## src/rtl/alarm_pkg.sv

```systemverilog
// Shared types and minute-of-day helpers for the alarm sequencer.
package alarm_pkg;

  localparam int unsigned MIN_PER_DAY = 1440;
  localparam int unsigned MIN_W       = 11;
  localparam int unsigned TGT_W       = 12;
  localparam int unsigned CNT_W       = 2;

  typedef enum logic [1:0] {
    ST_IDLE    = 2'd0,
    ST_ARMED   = 2'd1,
    ST_RINGING = 2'd2,
    ST_SNOOZED = 2'd3
  } alarm_state_e;

  // Minute addition with a single wrap at midnight.
  function automatic logic [MIN_W-1:0] add_min_wrap(input logic [MIN_W-1:0] m,
                                                    input logic [TGT_W-1:0] inc);
    logic [TGT_W-1:0] sum;
    sum = TGT_W'(m) + inc;
    if (sum >= TGT_W'(MIN_PER_DAY)) begin
      sum = sum - TGT_W'(MIN_PER_DAY);
    end
    return MIN_W'(sum);
  endfunction

  function automatic logic min_valid(input logic [MIN_W-1:0] m);
    return m < MIN_W'(MIN_PER_DAY);
  endfunction

endpackage

```

## src/rtl/alarm_edge_det.sv

```systemverilog
// Rising-edge detector for a synchronized button level; a held level is one press.
module alarm_edge_det (
  input  logic clk,
  input  logic rst,
  input  logic din,
  output logic rise_c
);

  logic prev_q, prev_d;

  always_comb begin
    prev_d = din;
    rise_c = din & ~prev_q;
  end

  always_ff @(posedge clk) begin
    if (rst) begin
      prev_q <= 1'b0;
    end else begin
      prev_q <= prev_d;
    end
  end

endmodule

```

## src/rtl/alarm_sequencer.sv

```systemverilog
// Alarm-event controller: fires on the minute match and sequences
// ring / snooze / stop / timeout, driving buzzer and status outputs.
module alarm_sequencer
  import alarm_pkg::*;
#(
  parameter int unsigned SNOOZE_MIN     = 5,
  parameter int unsigned RING_TIMEOUT_S = 60,
  parameter int unsigned MAX_SNOOZE     = 3
) (
  input  logic             clk,
  input  logic             rst,
  input  logic             tick_sec,
  input  logic [MIN_W-1:0] cur_min,
  input  logic [MIN_W-1:0] alarm_min,
  input  logic             alarm_en,
  input  logic             snooze_btn,
  input  logic             stop_btn,
  output logic             ring,
  output logic             buzz,
  output logic [1:0]       state_o,
  output logic [CNT_W-1:0] snooze_cnt,
  output logic             missed
);

  localparam int unsigned SEC_W = (RING_TIMEOUT_S > 1) ? $clog2(RING_TIMEOUT_S) : 1;

  alarm_state_e     state_q, state_d;
  logic             ring_q, ring_d;
  logic             buzz_q, buzz_d;
  logic [CNT_W-1:0] snooze_cnt_q, snooze_cnt_d;
  logic             missed_q, missed_d;
  logic [SEC_W-1:0] ring_sec_q, ring_sec_d;
  logic [MIN_W-1:0] snooze_tgt_q, snooze_tgt_d;
  logic             match_a_q, match_a_d;
  logic             match_s_q, match_s_d;

  logic snooze_rise_c, stop_rise_c;
  logic trig_a, trig_s, can_snooze, timeout, go_snooze, go_ring;

  alarm_edge_det u_snooze_edge (
    .clk    (clk),
    .rst    (rst),
    .din    (snooze_btn),
    .rise_c (snooze_rise_c)
  );

  alarm_edge_det u_stop_edge (
    .clk    (clk),
    .rst    (rst),
    .din    (stop_btn),
    .rise_c (stop_rise_c)
  );

  // Next-state and output logic; only rising match edges trigger.
  always_comb begin
    state_d      = state_q;
    buzz_d       = buzz_q;
    snooze_cnt_d = snooze_cnt_q;
    missed_d     = missed_q;
    ring_sec_d   = ring_sec_q;
    snooze_tgt_d = snooze_tgt_q;
    go_snooze    = 1'b0;
    go_ring      = 1'b0;

    match_a_d  = (cur_min == alarm_min) && min_valid(cur_min);
    match_s_d  = (cur_min == snooze_tgt_q) && min_valid(cur_min);
    trig_a     = match_a_d & ~match_a_q;
    trig_s     = match_s_d & ~match_s_q;
    can_snooze = snooze_cnt_q < CNT_W'(MAX_SNOOZE);
    timeout    = tick_sec && (ring_sec_q == SEC_W'(RING_TIMEOUT_S - 1));

    if (!alarm_en) begin
      state_d      = ST_IDLE;
      buzz_d       = 1'b0;
      snooze_cnt_d = '0;
      missed_d     = 1'b0;
      ring_sec_d   = '0;
    end else begin
      if (stop_rise_c) missed_d = 1'b0;
      unique case (state_q)
        ST_IDLE: state_d = ST_ARMED;
        ST_ARMED: begin
          if (trig_a) go_ring = 1'b1;
        end
        ST_RINGING: begin
          if (stop_rise_c) begin
            state_d      = ST_ARMED;
            snooze_cnt_d = '0;
            buzz_d       = 1'b0;
            ring_sec_d   = '0;
          end else if (snooze_rise_c && can_snooze) begin
            go_snooze = 1'b1;
          end else if (timeout) begin
            if (can_snooze) begin
              go_snooze = 1'b1;
            end else begin
              state_d      = ST_ARMED;
              snooze_cnt_d = '0;
              missed_d     = 1'b1;
              buzz_d       = 1'b0;
              ring_sec_d   = '0;
            end
          end else if (tick_sec) begin
            buzz_d     = ~buzz_q;
            ring_sec_d = ring_sec_q + SEC_W'(1);
          end
        end
        ST_SNOOZED: begin
          if (stop_rise_c) begin
            state_d      = ST_ARMED;
            snooze_cnt_d = '0;
          end else if (trig_s) begin
            go_ring = 1'b1;
          end
        end
        default: state_d = ST_IDLE;
      endcase

      if (go_snooze) begin
        state_d      = ST_SNOOZED;
        snooze_cnt_d = snooze_cnt_q + CNT_W'(1);
        snooze_tgt_d = add_min_wrap(cur_min, TGT_W'(SNOOZE_MIN));
        buzz_d       = 1'b0;
        ring_sec_d   = '0;
      end
      if (go_ring) begin
        state_d    = ST_RINGING;
        buzz_d     = 1'b1;
        ring_sec_d = '0;
      end
    end

    ring_d = (state_d == ST_RINGING);
  end

  always_ff @(posedge clk) begin
    if (rst) begin
      state_q      <= ST_IDLE;
      ring_q       <= 1'b0;
      buzz_q       <= 1'b0;
      snooze_cnt_q <= '0;
      missed_q     <= 1'b0;
      ring_sec_q   <= '0;
      snooze_tgt_q <= '0;
      match_a_q    <= 1'b0;
      match_s_q    <= 1'b0;
    end else begin
      state_q      <= state_d;
      ring_q       <= ring_d;
      buzz_q       <= buzz_d;
      snooze_cnt_q <= snooze_cnt_d;
      missed_q     <= missed_d;
      ring_sec_q   <= ring_sec_d;
      snooze_tgt_q <= snooze_tgt_d;
      match_a_q    <= match_a_d;
      match_s_q    <= match_s_d;
    end
  end

  assign ring       = ring_q;
  assign buzz       = buzz_q;
  assign state_o    = state_q;
  assign snooze_cnt = snooze_cnt_q;
  assign missed     = missed_q;

endmodule

```

## config.mk

```make
export PLATFORM = sky130hd
export DESIGN_NAME = alarm_sequencer
export DESIGN_NICKNAME = d
export VERILOG_FILES = /design/src/rtl/alarm_pkg.sv /design/src/rtl/alarm_edge_det.sv /design/src/rtl/alarm_sequencer.sv
export SDC_FILE = /design/constraint.sdc
export NUM_CORES = 1
export LEC_CHECK = 0
export ABC_CLOCK_PERIOD_IN_PS = 2440
export CAP_MARGIN = 10
export CORE_MARGIN = 2
export CORE_UTILIZATION = 48
export CTS_CLUSTER_DIAMETER = 30
export DETAILED_ROUTE_END_ITERATION = 16
export HOLD_SLACK_MARGIN = 0.05
export PLACE_DENSITY = 0.76
export SLEW_MARGIN = 20
export SYNTH_ARGS = -nofsm -noshare
export SYNTH_HDL_FRONTEND = slang
export SYNTH_SLANG_ARGS = --single-unit
```

## constraint.sdc

```tcl
create_clock -name clk -period 2.44 [get_ports clk]
set_clock_uncertainty 0.2 [all_clocks]
set_input_delay 0.366 -clock clk [delete_from_list [all_inputs] [get_ports clk]]
set_output_delay 0.366 -clock clk [all_outputs]
set_load 0.005 [all_outputs]
```

## Word-level counts from Yosys, hierarchy flattened

Cells that the tools add are included.

- Logic and storage cells: 105
- Register bits: 28
- Bits of input ports: 28
- Output and inout bits: 7

- Mux-type cells: 47
- Bitwise logic cells: 10
- Magnitude comparators: 3
- Reduce and logical (&&, ||, !) cells: 15
- Eq/ne operators: 15
- $add $sub $neg: 4

Operator list:

| operator | count |
|---|---|
| 2-to-1 mux 6 bit | 5 |
| 2-to-1 mux 2 bit | 14 |
| 2-to-1 mux 1 bit | 24 |
| == test 11 bit | 2 |
| adder 11 x 3 -> 12 bit, second input constant | 1 |
| greater-or-equal comparator 12 x 11 -> 1 bit, second input constant | 1 |
| inequality test 4 bit, second input constant | 3 |
| less-than comparator 11 bit, second input constant | 1 |
| 2-to-1 mux 11 bit | 1 |
| subtractor 11 bit, second input constant | 1 |
| nonzero test 3 bit | 3 |
| AND reduction 4 bit | 2 |
| adder 6 x 1 -> 6 bit, second input constant | 1 |
| == test 2 bit, second input constant | 3 |
| == test 6 bit, second input constant | 1 |
| inequality test 3 bit, second input constant | 2 |
| inverter 1 bit | 6 |
| case mux 2 bit (3 select lines) | 1 |
| inequality test 5 x 3 -> 1 bit, second input constant | 1 |
| AND reduction 5 bit | 1 |
| nonzero test 5 bit | 1 |
| bitwise AND 1 bit | 4 |
| logical AND 1 bit | 4 |
| inequality test 4 x 2 -> 1 bit, second input constant | 1 |
| 10 further kinds | 10 |

## Depth between registers and ports, before layout

Gate-level depths: netlist (run 1).

- Depth in word-level cells: 11
- Mapped depth: 9
- Mapped depth without buffers: 9

## Cells and area by module

A second synthesis (run 1) with hierarchy kept.

- Cells, all modules: 259
- Area total of the unflattened synthesis: 2,195.9 um2

Modules (own cells, without submodules):

| module | area an instance (um2) | times used | cells each |
|---|---|---|---|
| alarm_sequencer | 2,100.8 | 1 | 253 |
| alarm_edge_det | 47.5 | 2 | 3 |

## Least setup slack after synthesis (run 1)

OpenSTA, ideal clock, no wires.

- Path type: input-to-reg
- From: input port cur_min[0]
- To: register snooze_tgt_q[9]
- Setup time: 74 ps
- Buffers on the path: 1
- Stages: 9
- Slack: 34 ps
- Required time: 2,166 ps
- Arrival: 2,132 ps
- Cells stage by stage: buf_6 -> a21oi_2 -> nor2_1 -> xnor2_1 -> ha_1 -> or3_1 -> o31a_1 -> a211o_1 -> a31oi_1

- Longest elaborated chain between the ends: 3
- Elaborated cells on any way between the ends: 4

RTL lines:

| element | RTL line | source |
|---|---|---|
| start: declaration | alarm_sequencer.sv:13 | `input logic [MIN_W-1:0] cur_min,` |
| adder 11 x 3 -> 12 bit * | alarm_pkg.sv:20 | `sum = TGT_W'(m) + inc;` |
| subtractor 11 bit or greater-or-equal comparator 12 x 11 -> 1 bit (tied branches) | alarm_pkg.sv:22, alarm_pkg.sv:21 |  |
| 2-to-1 mux 11 bit * | alarm_pkg.sv:21 | `if (sum >= TGT_W'(MIN_PER_DAY)) begin` |
| end signal: assignment | alarm_sequencer.sv:154 | `snooze_tgt_q <= snooze_tgt_d;` |
| end: declaration | alarm_sequencer.sv:33 | `logic [MIN_W-1:0] snooze_tgt_q, snooze_tgt_d;` |

Every way passes the cells marked *; elsewhere a longest branch is shown, timed or not.
A chain may end at the register's enable or synchronous reset.

## Final worst setup path (run 1)

- From: input port cur_min[1]
- To: register snooze_tgt_q[9]

Same word-level chain as after synthesis.

==> out/metrics.cfg, run 1 <==
[run_status]
outcome=completed

[yosys]
seq_area_frac_synth=0.2691
synth-seq-cells=28
synth.most_common_cell=dfxtp_1
syn_avg_cell_area_um2=8.234
yosysWarnings=0
synthTopCellsByArea=dfxtp_1, xnor2_1, xor2_1, nand2_1, nor2_1
async_flop_share=0
synthTopCellsByCount=dfxtp_1, nand2_1, xnor2_1
synth_nets=286
synth_enable_flop_cells=0
synth_cell_type_count=55
ys.flop_type=dfxtp_1
syn_inst=253
synth_top_area_share=0.2691
yosysTopAreaCell=dfxtp_1
syn_area_um2=2083

[critical_path]
criticalPathCategory=in -> reg
crit_path_end_kind=flip-flop
cp_top_family=simple AND/OR/NAND/NOR gates
worstPathCellList=dlygate4sd2_1 -> ha_2 -> or2_4 -> nand2_1 -> xor2_1 -> ha_2 -> or3_1 -> o31a_1 -> a211o_1 -> a31oi_1
r2r_setup_slack_ns=0.27
path_max_fanout=3
cp.required_ns=2.44
crit_buf_inv=1
path_common_cell=ha_2
r2r_cells=7
slowest_delay_ns=0.36
critPathLaunchType=input port
r2r-end=ring_sec_q[4]
cp_slowest_cell=or3_1
cp.arrival_ns=2.36
worstReg2RegStart=ring_sec_q[0]

[clock_network]
clk_path_buf_depth=2
cts_root_buf=clkbuf_8
clk_pin_slew_worst_paths_ns=0.10
h-tree-depth=1
cts_sinks=28
worstSkewPairLatency_ns=0.28
postCtsSetupBuffers=0
holdBufCountCts=0
cts_tree=done
cts_buffers=3

[routing]
vias=2069
drtIter0Drc=119
vias_per_cell=5.638
routed_wl_um=5662
ant_nets=0
first_pass_iters=4
detail_route.drc_violations=0
wl_per_cell_um=15.43

[timing]
setup_tns_ns=0
worst_slew_margin_rel=0.6204
fin_crit_sh=0.9647
min_period_ns=2.354
fmax_mhz=424.8
tightest_slew_ns=0.5635
setup_viol=0
hold_violations=0
rsz0062_at_grt=no
slew_violations=0

[power]
total_power_mw=1.017
p_leak_nw=1.071
ir_worst_vdd_mv=0.1923
power_density_nw_per_um2=364.6

[worst_hold_path]
min_from=snooze_tgt_q[7]
holdCritPathClass=reg -> reg
min_path_cells=2
hold_end=snooze_tgt_q[7]

[place]
place_congestion=0.8763
dpl-instance-area_um2=2690
dpl.hpwl_um=4345
io_buffers=34

[global_routing]
grt_pass1_vias=2087
grt_antenna_before_repair=0
grt_max_degree=17
grt_pass1_wl_um=9459
grt_usage=0.2345
grt_remaining_overflow=0

[job]
cap_viol_max_count=0

[floorplanning]
die_area_um2=4883
initial_core_util=0.5098
die_w_um=69.88
row_count=23
io_pins=35
die_y_um=69.88
core_um2=4086

[finish]
nNetsFinal=351
fillers=369
n_antenna_cell=0
area_delta_synth_final_pct=33.87
drive_gt1_frac=0.1987
seq_area_um2=560.5
final_util=0.6825
stdcell_area_um2=2789
multi_input_area_um2=1453

-- worst max path at each step --
stage / from / slack [ns] / endpoint / cells past startpoint
2_1_floorplan: cur_min[0] / 0.03 / snooze_tgt_q[9] / 9
3_3_place_gp: cur_min[0] / -0.32 / snooze_tgt_q[9] / 10
3_5_place_dp: cur_min[0] / -0.42 / snooze_tgt_q[9] / 10
4_1_cts: cur_min[6] / 0.01 / snooze_tgt_q[8] / 8
5_1_grt: cur_min[7] / 0.02 / ring_sec_q[2] / 8
6_report: cur_min[1] / 0.09 / snooze_tgt_q[9] / 10
-- layout by cell type, fill, tap and decap left out, types with 3 or more instances in the layout --
cell type         n
a211oi_1          6
a21oi_1          14
a31oi_1           6
and2_1            5
and3_1            3
buf_4            39
clkbuf_8          4
clkdlybuf4s50_1  27
dfxtp_1          28
dlygate4sd2_1     3
dlymetal6s2s_1    4
ha_1              3
inv_1             5
nand2_1          25
nand2b_1          4
nand3_1           8
nand4_1           4
nor2_1           18
nor2b_1           3
nor3_1           12
nor3b_1           4
o211ai_1          4
o21ai_0           6
xnor2_1          19
xor2_1           17
-- cell type report --
class	instances	share of cell area
Tap cell	50	0.02243
Sequential cell	28	0.2010
Timing Repair Buffer	73	0.2293
Inverter	5	0.006729
Clock buffer	4	0.01974
Multi-Input combinational cell	207	0.5209
-- worst reg2reg max path, cell delays in order, from the launching register on --
cell and delay [ns]:
dfxtp_1 0.41, ha_1 0.21, and4b_1 0.24, a21oi_2 0.09, o21ai_0 0.47, a211oi_1 0.18
xnor2_1 0.15, nor3_1 0.14
-- sequential cells by signal (all words and copies together), names as in the netlist --
register              count
snooze_tgt_q             11
ring_sec_q                6
snooze_cnt                2
state_o                   2
buzz                      1
match_a_q                 1
match_s_q                 1
missed                    1
ring                      1
u_snooze_edge.prev_q      1
u_stop_edge.prev_q        1
-- cells by family after synthesis --
kind of cell    Yosys count  share of synthesized area
compound gates           58                     0.2048
xor+xnor                 37                     0.1556
mux                       2                   0.009610
buf+inv                  18                    0.05165
simple gates            105                     0.2793
fa+ha+maj                 5                    0.03003
flops                    28                     0.2691
-- power breakdown --
group | switching [mW] | leakage [nW] | internal, mW
registers | 0.00222 | 0.226 | 0.460
clock network | 0.148 | 0.0288 | 0.145
logic | 0.129 | 0.816 | 0.133
total | 0.279 | 1.07 | 0.738
-- layer usage --
| layer | track usage | share of wire | wire [um] |
|---|---|---|---|
| met1 | 0.3135 | 0.46 | 2586 |
| met2 | 0.4021 | 0.49 | 2766 |
| met3 | 0.02020 | 0.042 | 235 |
| met4 | 0.06838 | 0.013 | 73 |
| met5 | 0 | 0 | 0 |
-- through the flow --
stage               worst slack [ns]  hold WS (ns)  instances
global placement             -0.3223        0.2526        363
global route                 0.02093        0.2981        367
CTS                          0.01099        0.2749        367
finish                       0.08621        0.2749        367
detailed placement           -0.4176        0.2613        363
floorplan                    0.03373        0.2376        253
-- what timing repair did --
| action | CTS | global route |
|---|---|---|
| endpoints found under the setup margin | 3 | 12 |
| pin swaps | 3 | 1 |
| gates resized for setup | 7 | 8 |
Power figures use the tool's default switching activity.
==> inputs of run 2 (changes only) <==
--- a/config.mk
+++ b/config.mk
@@ -5,7 +5,7 @@
 export SDC_FILE = /design/constraint.sdc
 export NUM_CORES = 1
 export LEC_CHECK = 0
-export ABC_CLOCK_PERIOD_IN_PS = 2440
+export ABC_CLOCK_PERIOD_IN_PS = 2100
 export CAP_MARGIN = 10
 export CORE_MARGIN = 2
 export CORE_UTILIZATION = 48
@@ -13,6 +13,7 @@
 export DETAILED_ROUTE_END_ITERATION = 16
 export HOLD_SLACK_MARGIN = 0.05
 export PLACE_DENSITY = 0.76
+export SETUP_SLACK_MARGIN = 0.15
 export SLEW_MARGIN = 20
 export SYNTH_ARGS = -nofsm -noshare
 export SYNTH_HDL_FRONTEND = slang
==> constraint.sdc (replaced) <==
create_clock -name clk -period 2.1 [get_ports clk]
set_clock_uncertainty 0.2 [all_clocks]
set_input_delay 0.315 -clock clk [delete_from_list [all_inputs] [get_ports clk]]
set_output_delay 0.315 -clock clk [all_outputs]
set_load 0.005 [all_outputs]
==> out/metrics.cfg, run 2 (same netlist as run 1, synthesis figures left out) <==
[power]
switching_share=0.2772  ; +0.002663
power_density_nw_per_um2=409.1  ; +12%
p_sw_mw=0.3727  ; +34%
p_leak_nw=1.284  ; +20%
p_int_mw=0.9719  ; +32%
ir_worst_vdd_mv=0.5512  ; +190%
p_comb_frac=0.275  ; +0.017
p_clk_frac=0.325  ; +0.037
seq_power_share=0.400  ; -0.054

[timing]
rsz0062_at_grt=yes
worst_slew_margin_rel=0.6075  ; -0.01284
fmax_mhz=480.0
fin_crit_sh=0.9920
fin_hold_ws_ns=0.1853  ; -0.08962 ns
tightest_slew_ns=0.5887  ; +0.02521 ns
slew_violations=0  ; unchanged
setup_viol=0  ; unchanged
min_period_ns=2.083
hold_violations=0  ; unchanged

[floorplanning]
die_w_um=69.88  ; unchanged
core_um2=4086  ; unchanged
row_count=23  ; unchanged
die_y_um=69.88  ; unchanged
initial_core_util=0.5098  ; unchanged
die_area_um2=4883  ; unchanged
io_pins=35  ; unchanged

[clock_network]
cts_buffers=3  ; unchanged
worstSkewPairLatency_ns=0.28  ; about the same
cts_root_buf=clkbuf_8
holdBufCountCts=0  ; unchanged
clk_pin_slew_worst_paths_ns=0.10  ; about the same
cts_tree=done
cts_sinks=28  ; unchanged
clk_path_buf_depth=2  ; unchanged
h-tree-depth=1  ; unchanged

[global_routing]
grt_remaining_overflow=0  ; unchanged
grt_max_degree=17  ; unchanged
grt_pass1_vias=2264  ; +8.5%
grt_antenna_before_repair=0  ; unchanged
grt_usage=0.2669  ; +0.03243
grt_pass1_wl_um=10680  ; +13%

[routing]
drt-met1-wl_um=2904  ; +12%
drtIter0Drc=193  ; +62%
detail_route.drc_violations=0  ; unchanged
first_pass_iters=5  ; +1
dr_wl_met2_um=3781  ; +37%
wl_per_cell_um=19.18  ; +24%
routed_wl_um=7575  ; +34%
vias=2424  ; +17%
ant_nets=0  ; unchanged
top_layer=met4
vias_per_cell=6.137  ; +8.9%
wl_met3_um=561  ; +140%

[critical_path]
cp.arrival_ns=2.09  ; -0.27 ns
cp_slowest_cell=o21ai_0
cp.required_ns=2.11  ; -0.33 ns
path_max_fanout=4  ; +1
r2r_setup_slack_ns=0.04  ; -0.23 ns
r2r-end=snooze_tgt_q[10]
worstPathCellList=buf_8 -> ha_4 -> buf_4 -> o21ai_0 -> nor2_2 -> xnor2_2 -> o211ai_1 -> a211o_1 -> a31oi_1
slowest_delay_ns=0.36  ; about the same
crit_path_end_kind=flip-flop
worstReg2RegStart=ring_sec_q[1]
critPathLaunchType=input port
criticalPathCategory=in -> reg
r2r_cells=9  ; +2

[finish]
n_antenna_cell=0  ; unchanged
drive_gt1_frac=0.3826  ; +0.1839
mostFrequentLayoutCells=buf_4, dfxtp_1, clkdlybuf4s50_1
finalNonFillerCells=395  ; +7.6%
largest_reg_flops=11  ; unchanged
stdcell_area_um2=3287  ; +18%
reg_top3=snooze_tgt_q (11), ring_sec_q (6)
regMostFlops=snooze_tgt_q
nNetsFinal=379  ; +8.0%
final_common_cell=buf_4
area_delta_synth_final_pct=57.78

[worst_hold_path]
holdCritPathClass=in -> reg
hold_end=snooze_tgt_q[0]
min_from=cur_min[0]
min_path_cells=3  ; +1

[run_status]
outcome=completed

[place]
place_inst=376  ; +3.6%
dpl.hpwl_um=4551  ; +4.7%
dpl-instance-area_um2=2834  ; +5.3%
place_congestion=0.8735  ; -0.32%
io_buffers=34  ; unchanged

[job]
cap_viol_max_count=0  ; unchanged

==> run 2: cell types whose count changed in the layout (fill, tap and decap cells not counted), sizes merged <==
cell and change:
bufinv +1, buf +31, clkdlybuf4s50 -5, clkbuf +1
dlymetal6s2s -1, clkdlybuf4s15 +1
==> run 2: area by class of cell <==
cell class | count | area, um^2
Tap cell | 50 | 62.56
Clock buffer | 3 | 41.29
Sequential cell | 28 | 563.0
Clock inverter | 1 | 30.03
Multi-Input combinational cell | 207 | 1687
Fill cell | 242 | 799.5
Inverter | 5 | 18.77
Timing Repair Buffer | 101 | 884.6
==> run 2: per-stage QoR <==
step             util  setup slack [ns]  setup TNS, ns  total power, mW
5_1_grt        0.8043          -0.06900        -0.2373            1.382
6_report       0.8043           0.01684              0            1.345
2_1_floorplan       -           -0.1033        -0.1033           0.7157
3_5_place_dp   0.6935           -0.6125         -7.524           0.8583
4_1_cts        0.7492           0.07062              0            1.300
3_3_place_gp   0.6935           -0.5729         -7.195           0.8518
==> run 2: worst max-delay path: cells and delay by family <==
family	cells	cell delay, ns
AND/OR/NAND/NOR	1	0.11
XOR/XNOR	1	0.31
AO/OA/AOI/OAI	4	0.95
adder cells (fa/ha/maj)	1	0.16
buffers and inverters	2	0.24
==> run 2: how the worst max path moves through the flow <==
| stage | start | cells past startpoint | slack (ns) | end |
|---|---|---|---|---|
| floorplan | cur_min[0] | 9 | -0.10 | snooze_tgt_q[9] |
| global placement | cur_min[2] | 8 | -0.57 | snooze_tgt_q[6] |
| detailed placement | cur_min[2] | 8 | -0.61 | snooze_tgt_q[6] |
| CTS | cur_min[1] | 10 | 0.07 | snooze_tgt_q[9] |
| global route | cur_min[1] | 9 | -0.07 | snooze_tgt_q[7] |
| finish | cur_min[1] | 9 | 0.02 | snooze_tgt_q[5] |
==> run 2: power groups by stage <==
stage	clock, mW	sequential (mW)	combinational [mW]
after floorplan	0	0.549	0.167
after global placement	0	0.549	0.303
after detailed placement	0	0.549	0.309
after CTS	0.431	0.537	0.333
after global routing	0.452	0.538	0.391
final	0.437	0.538	0.370
==> run 2: per-layer routing <==
metal  up-vias  global-route usage
met2       158              0.4571
met1      1139              0.3461
met3        36             0.04040
met4         0             0.07906
li1       1091                   -
met5         -                   0
==> run 2: what timing repair did <==
action                                  4_1_cts  5_1_grt
endpoints found under the hold margin         0        0
endpoints found under the setup margin       21       22
buffers inserted                              6        9
gates resized for setup                      48       48
pin swaps                                    13       29
